===== config.mk =====
export PLATFORM = sky130hd
export DESIGN_NAME = video_capture
export DESIGN_NICKNAME = d
export VERILOG_FILES = /design/src/rtl/video_capture.sv
export SDC_FILE = /design/constraint.sdc
export NUM_CORES = 1
export LEC_CHECK = 0
export BUFFER_PORTS_ARGS = -buffer_cell sky130_fd_sc_hd__buf_2
export CAP_MARGIN = 25
export CORE_ASPECT_RATIO = 1.75
export CORE_MARGIN = 2
export CORE_UTILIZATION = 45
export DETAILED_ROUTE_END_ITERATION = 10
export PLACE_DENSITY = 0.65
export SLEW_MARGIN = 0
export SYNTH_ARGS = -nofsm -noshare
export SYNTH_HDL_FRONTEND = slang
export SYNTH_SLANG_ARGS = --single-unit

===== constraint.sdc =====
create_clock -name clk -period 5.71 [get_ports clk]
set_input_delay 0.2855 -clock clk [delete_from_list [all_inputs] [get_ports clk]]
set_output_delay 0.2855 -clock clk [all_outputs]
set_load 0.005 [all_outputs]

===== src/rtl/video_capture.sv =====
// VDP capture front-end: turns raw pixel strobes and blanking into spaced per-pixel
// write strobes with x/y coordinates, and measures the active frame size every frame.
module video_capture #(
  parameter int WIDTH      = 320,
  parameter int HEIGHT     = 240,
  parameter int COLOR_BITS = 4
) (
  input  logic                      clk,
  input  logic                      resetn,
  input  logic                      ce_pix_in,
  input  logic                      hblank,
  input  logic                      vblank,
  input  logic [COLOR_BITS-1:0]     r_in,
  input  logic [COLOR_BITS-1:0]     g_in,
  input  logic [COLOR_BITS-1:0]     b_in,
  output logic                      ce_pix,
  output logic [COLOR_BITS-1:0]     r,
  output logic [COLOR_BITS-1:0]     g,
  output logic [COLOR_BITS-1:0]     b,
  output logic [$clog2(WIDTH)-1:0]  x,
  output logic [$clog2(HEIGHT)-1:0] y,
  output logic [10:0]               width,
  output logic [9:0]                height,
  output logic                      frame_end,
  output logic                      overflow,
  output logic                      err
);

  localparam int XW = $clog2(WIDTH);
  localparam int YW = $clog2(HEIGHT);
  localparam int LW = $clog2(WIDTH + 1);
  localparam int CW = $clog2(HEIGHT + 1);

  typedef enum logic [1:0] {
    S_SYNC = 2'd0,
    S_VBL  = 2'd1,
    S_ACT  = 2'd2
  } state_t;

  state_t          state, state_nxt;
  logic            hblank_r, vblank_r;
  logic [XW-1:0]   x_cnt;
  logic [YW-1:0]   y_cnt;
  logic [LW-1:0]   line_len, max_len, max_eol;
  logic [CW-1:0]   line_cnt, cnt_eol;
  logic            hb_rise, vb_rise, vb_fall;
  logic            cand, sat, acc, drop_space, drop_sat;
  logic            line_end, frame_latch, start;

  function automatic logic [XW-1:0] inc_x(input logic [XW-1:0] v);
    return (v == XW'(WIDTH - 1)) ? v : v + XW'(1);
  endfunction

  function automatic logic [YW-1:0] inc_y(input logic [YW-1:0] v);
    return (v == YW'(HEIGHT - 1)) ? v : v + YW'(1);
  endfunction

  function automatic logic [CW-1:0] inc_cnt(input logic [CW-1:0] v);
    return (v == CW'(HEIGHT)) ? v : v + CW'(1);
  endfunction

  function automatic logic [LW-1:0] max_of(input logic [LW-1:0] a, input logic [LW-1:0] c);
    return (a > c) ? a : c;
  endfunction

  always_ff @(posedge clk or negedge resetn) begin
    if (!resetn) state <= S_SYNC;
    else         state <= state_nxt;
  end

  // ce_pix doubles as "accepted last cycle", which enforces the one-cycle gap downstream
  always_comb begin
    hb_rise     = hblank & ~hblank_r;
    vb_rise     = vblank & ~vblank_r;
    vb_fall     = ~vblank & vblank_r;
    cand        = ce_pix_in & ~hblank & ~vblank & (state == S_ACT);
    sat         = (line_len == LW'(WIDTH)) | (line_cnt == CW'(HEIGHT));
    acc         = cand & ~ce_pix & ~sat;
    drop_space  = cand & ce_pix;
    drop_sat    = cand & ~ce_pix & sat;
    line_end    = (state == S_ACT) & hb_rise & (line_len != '0);
    max_eol     = line_end ? max_of(max_len, line_len) : max_len;
    cnt_eol     = line_end ? inc_cnt(line_cnt) : line_cnt;
    frame_latch = (state == S_ACT) & vb_rise;
    start       = (state == S_VBL) & vb_fall;
    state_nxt   = state;
    case (state)
      S_SYNC:  if (vblank)      state_nxt = S_VBL;
      S_VBL:   if (vb_fall)     state_nxt = S_ACT;
      S_ACT:   if (vb_rise)     state_nxt = S_VBL;
      default:                  state_nxt = S_SYNC;
    endcase
  end

  always_ff @(posedge clk or negedge resetn) begin
    if (!resetn) begin
      hblank_r  <= 1'b0;
      vblank_r  <= 1'b0;
      ce_pix    <= 1'b0;
      r         <= '0;
      g         <= '0;
      b         <= '0;
      x         <= '0;
      y         <= '0;
      x_cnt     <= '0;
      y_cnt     <= '0;
      line_len  <= '0;
      max_len   <= '0;
      line_cnt  <= '0;
      width     <= 11'(WIDTH);
      height    <= 10'(HEIGHT);
      frame_end <= 1'b0;
      overflow  <= 1'b0;
      err       <= 1'b0;
    end else begin
      hblank_r  <= hblank;
      vblank_r  <= vblank;
      ce_pix    <= acc;
      frame_end <= frame_latch;
      if (acc) begin
        r        <= r_in;
        g        <= g_in;
        b        <= b_in;
        x        <= x_cnt;
        y        <= y_cnt;
        x_cnt    <= inc_x(x_cnt);
        line_len <= line_len + LW'(1);
      end
      if (drop_sat)   overflow <= 1'b1;
      if (drop_space) err      <= 1'b1;
      if (hb_rise) begin
        x_cnt    <= '0;
        line_len <= '0;
      end
      if (line_end) begin
        max_len  <= max_eol;
        line_cnt <= cnt_eol;
        y_cnt    <= inc_y(y_cnt);
      end
      // Same-cycle line end is folded in through max_eol/cnt_eol
      if (frame_latch && cnt_eol != '0) begin
        width  <= 11'(max_eol);
        height <= 10'(cnt_eol);
      end
      if (start) begin
        x_cnt    <= '0;
        y_cnt    <= '0;
        line_len <= '0;
        max_len  <= '0;
        line_cnt <= '0;
      end
    end
  end

endmodule

# Word-level counts from Yosys, hierarchy flattened
# Index checks and enable logic that the tools add are counted.
dict set report totals {
  register_bits 97
  latch_bits 0
  mem_bits_rw 0
  mem_bits_ro 0
  out_inout_bits 54
  wordCells 87
  n_memories 0
}
dict set report classes {
  n_addsub 4
  mul 0
  div_mod_pow 0
  order_cmp 1
  eq_ne 11
  shift 0
  n_mux 22
  bitwise 21
  reduce_logical 9
}
# op count
set op_table {}
lappend op_table {{$mux W9} 11}
lappend op_table {{$mux W8} 7}
lappend op_table {{$add A9 B1 Y9 const B} 2}
lappend op_table {{$eq A9 B9 Y1 const B} 2}
lappend op_table {{$add A8 B1 Y8 const B} 2}
lappend op_table {{$eq A8 B8 Y1 const B} 2}
lappend op_table {{$and A1 B1 Y1} 14}
lappend op_table {{$gt A9 B9 Y1} 1}
lappend op_table {{$reduce_bool A9 Y1} 1}
lappend op_table {{$ne A2 B2 Y1 const B} 4}
lappend op_table {{$reduce_bool A8 Y1} 1}
lappend op_table {{$mux W2} 3}
lappend op_table {{$not A1 Y1} 6}
lappend op_table {{$pmux W2 S3} 1}
lappend op_table {{$reduce_and A2 Y1} 2}
lappend op_table {{$ne A3 B3 Y1 const B} 1}
lappend op_table {{$reduce_and A3 Y1} 1}
lappend op_table {{$reduce_bool A3 Y1} 1}
lappend op_table {{$eq A2 B1 Y1 const B} 1}
lappend op_table {{$eq A2 B2 Y1 const B} 1}
lappend op_table {{$logic_not A2 Y1} 1}
lappend op_table {{$reduce_bool A2 Y1} 1}
lappend op_table {{$logic_and A1 B1 Y1} 1}
lappend op_table {{$or A1 B1 Y1} 1}

# Logic depth before layout (Yosys ltp)
dict set report logic_depth {
  depth_word 9
  ltp_mapped 11
  depth_no_buf 9
}

# Least setup slack after synthesis
# OpenSTA, ideal clock, no wires.
dict set report synth_path {
  path_type {register -> register}
  startpoint {register line_len[6]}
  endpoint {register width[7]}
  arrival_time_ns 2.502
  slack_ns 3.083
  stages_incl_launch_ff 10
  path_buffers 1
  period_less_slack_ns 2.627
  path_cell_list {dfrtp_1 -> inv_1 -> ha_1 -> a211oi_1 -> o21bai_1 -> nand3b_1 -> a31oi_2 -> buf_4 -> mux2_2 -> mux2_4}
}
dict set report synth_via {
  elab_chain_cells 5
}
# element line
set synth_rtl {}
lappend synth_rtl {{from (decl)} 44} ;# logic [LW-1:0] line_len, max_len, max_eol;
lappend synth_rtl {{from (signal assigned)} 127} ;# line_len <= line_len + LW'(1);
lappend synth_rtl {{branches (longest 5 deep; another with $gt A9 B9 Y1)} -}
lappend synth_rtl {{to (signal assigned)} 110} ;# width <= 11'(WIDTH);
lappend synth_rtl {{to (signal assigned)} 142} ;# width <= 11'(max_eol);
lappend synth_rtl {{to (decl)} 22} ;# output logic [10:0] width,
# Parallel ways; which one is timed is not known.
# A chain may end at the register's enable or synchronous reset.

# Final worst setup path
dict set report layout_path {
  startpoint {register line_len[6]}
  endpoint {register width[3]}
}
# The elaborated chain is that of the path after synthesis.

==> summary.txt <==
Detailed routing
  • Met3 wire length: 346 um
  • DR iter-0 viols: 162
  • ANT nets after route: 0
  • Vias: 3360
  • Routed WL: 9598 um
  • Routed wl met2: 4949 um
  • Met1 Routed Length: 4096 um
  • Avg WL per Cell: 15.28 um
  • Detailed Routing Iterations Pass 1: 4
  • Vias/cell: 5.350
  • DR DRC count: 0
  • Highest Signal Layer: met4

Pwr
  • Worst VDD drop: 177.4 uV
  • Cell Pwr Density: 261.2 nW/um^2
  • Total power: 1.458 mW
  • Leakage power total: 2.764 nW

Placed design
  • Routability Congestion: 0.9047
  • Pre-CTS setup slack: 2.669 ns
  • Detail Placement HPWL: 6909 um
  • Buffers on Ports: 66
  • Post-DP Area: 5251 um^2

Worst setup path
  • R2R Setup Slk: 2.66 ns
  • CP Class: register to register
  • Crit path required time: 5.94 ns
  • Critical path arrival: 3.29 ns
  • CP Launch Type: register
  • CP max FO: 16
  • CP endpoint kind: register

STA
  • Worst Tran Pin Value: 0.9108 ns
  • Period utilisation layout: 53.48%
  • Final min period: 3.054 ns
  • Setup violators final: 0
  • Final worst setup slack: 2.656 ns
  • Worst Clk Skew: 0.006504 ns
  • TNS Setup: 0 ns
  • Final Hold Viols: 0
  • Setup repair after global routing missed its margin: no
  • Max-slew violation count: 0
  • Slew Limit Headroom: 39.28%
  • Peak Freq: 327.4 MHz

Yosys
  • Cell Area, Synth: 4833 um^2
  • Post-synth EDFFs: 0
  • Yosys cell types: 64
  • Ys Warns: 0
  • Synth area leader: dfrtp_1
  • Post-synthesis sequential area ratio: 50.38%
  • Top post-synthesis cells by area: dfrtp_1 (47%), mux2_2 (9.8%), ha_1 (3.9%)
  • Cells after synthesis: 426
  • Post-synthesis async set-or-reset flop share: 100.0%
  • Top FF cell, synth: dfrtp_1
  • Yosys top cell area share: 47.11%
  • Yosys reg bits: 97
  • Post-Syn Area per Cell: 11.35 um^2

Floorplanning
  • Area of the core: 10570 um^2
  • Row count: 50
  • Die Width: 82.35 um
  • Die area: 11620 um^2
  • Chip Height: 141.1 um
  • Starting Density: 45.72%
  • # IOs: 71

Clock network
  • CTS tree: done
  • Post_cts resized: 0
  • CTS H-tree depth: 3
  • Clock Latency Late Sink: 0.34 ns
  • Post-CTS Setup Bufs: 0
  • Hold_buf cts: 1
  • Max Root-Sink Buffers: 2
  • Reg clk slew, reported paths: 0.06 ns
  • Clock root buffer master: clkbuf_16
  • TritonCTS Buffers: 9
  • CTS Sinks: 97

Global routing
  • Largest net degree at the start of global routing: 75
  • Initial antenna violation count: 0
  • Gr usage total: 18.32%
  • GRT Residual Overflow: 0
  • Number of global-route vias before repair: 3387
  • First-pass GRT wire length: 16390 um

Job
  • Max Cap Viol: 0

Final layout
  • Storage cell area: 2435 um^2
  • Filler cells: 929
  • Nets: 525
  • Area Overhead vs Synth: 15.45%
  • Share of layout cells above drive strength 1: 31.33%
  • Multi-input logic area: 2216 um^2
  • Final instance area: 5580 um^2
  • Diode count: 0

Run status
  • Status: finished clean

Worst hold path
  • Hold Crit Class: input port to register
==> cell usage after synthesis, types with 7 or more instances <==
master / n
a22o_1: 7
buf_2: 7
dfrtp_1: 91
ha_1: 15
inv_1: 20
mux2_2: 42
mux2_4: 7
nand2_1: 33
nand3_1: 20
nand4_1: 9
nor2_1: 32
o21ai_0: 23
xnor2_1: 16
xor2_1: 10
==> area by class of cell <==
type,count,share of cell area (%)
clock inverter,2,0.6726
tap,130,2.915
sequential,97,43.63
inverter,20,1.345
clock buffer,14,4.552
multi-input combinational,293,39.71
timing repair buffer,72,7.175
==> registers in the layout (all words and copies together), names as in the netlist, 2 cells and up <==
signal / count
line_len: 9
x_cnt: 9
line_cnt: 8
y: 8
x: 9
height: 8
b: 4
max_len: 9
y_cnt: 8
r: 4
g: 4
width: 9
state: 2
==> critical path: stages, from the launching register on <==
cell      delay [ns]
dfrtp_1         0.49
inv_1           0.10
ha_1            0.31
a211oi_1        0.30
o21bai_1        0.14
nand3b_1        0.18
a31oi_2         0.74
mux2_2          0.42
mux2_2          0.26
==> layer usage <==
layer | GRT usage, % | vias to the layer above
met5 | 0 | -
met4 | 6.316 | 0
met3 | 4.353 | 16
met2 | 30.39 | 72
met1 | 22.96 | 1636
li1 | - | 1636
==> cell families after synthesis <==
group	synth area share (%)
flip-flops	50.38
AO/OA/AOI/OAI	9.164
adder cells (fa/ha/maj)	3.883
multiplexers	13.00
buffers and inverters	4.012
AND/OR/NAND/NOR	14.45
other	0.07759
XOR/XNOR	5.048
==> where the power goes <==
| part | switching (mW) | total, mW | internal (mW) |
|---|---|---|---|
| clock | 0.248 | 0.600 | 0.352 |
| sequential | 0.0182 | 0.742 | 0.724 |
| combinational | 0.0583 | 0.115 | 0.0567 |
==> placed cells by master (no fill, tap or decap), drive strengths merged, types with 2 or more instances in the layout <==
cell type	n
o21ai	26
o22ai	2
nand2	35
nand3	20
a21oi	7
or3	2
ha	15
a211oi	3
inv	20
and3	7
nand4	9
mux2	49
a31oi	3
a22o	8
nand3b	2
a211o	2
mux2i	5
clkbuf	14
nor4	4
nor4b	2
buf	71
a21o	4
nor3	5
nor2	32
xor2	10
xnor2	17
dfstp	6
nor2b	3
conb	4
dfrtp	91
==> path summary, 6_finish.rpt <==
check / depth (start not counted) / to / startpoint
setup / recovery: 8 / width[3] / line_len[6]
hold / removal: 1 / hblank_r / hblank
setup reg to reg: 8 / width[3] / line_len[6]
hold reg to reg: 2 / width[8] / width[8]
max in group asynchronous: 3 / line_len[5] / resetn
min in group asynchronous: 2 / x[3] / resetn
==> per-stage QoR <==
stage / std cells / utilization [%] / hold slack [ns]
3_3_place_gp: 610 / 49.67 / 0.1903
3_5_place_dp: 610 / 49.67 / 0.1986
2_1_floorplan: 429 / - / -0.01009
5_1_grt: 628 / 52.78 / 0.09900
6_report: 628 / 52.78 / 0.1074
4_1_cts: 627 / 52.52 / 0.09258
Note: power is estimated with default switching activity, not from simulation.
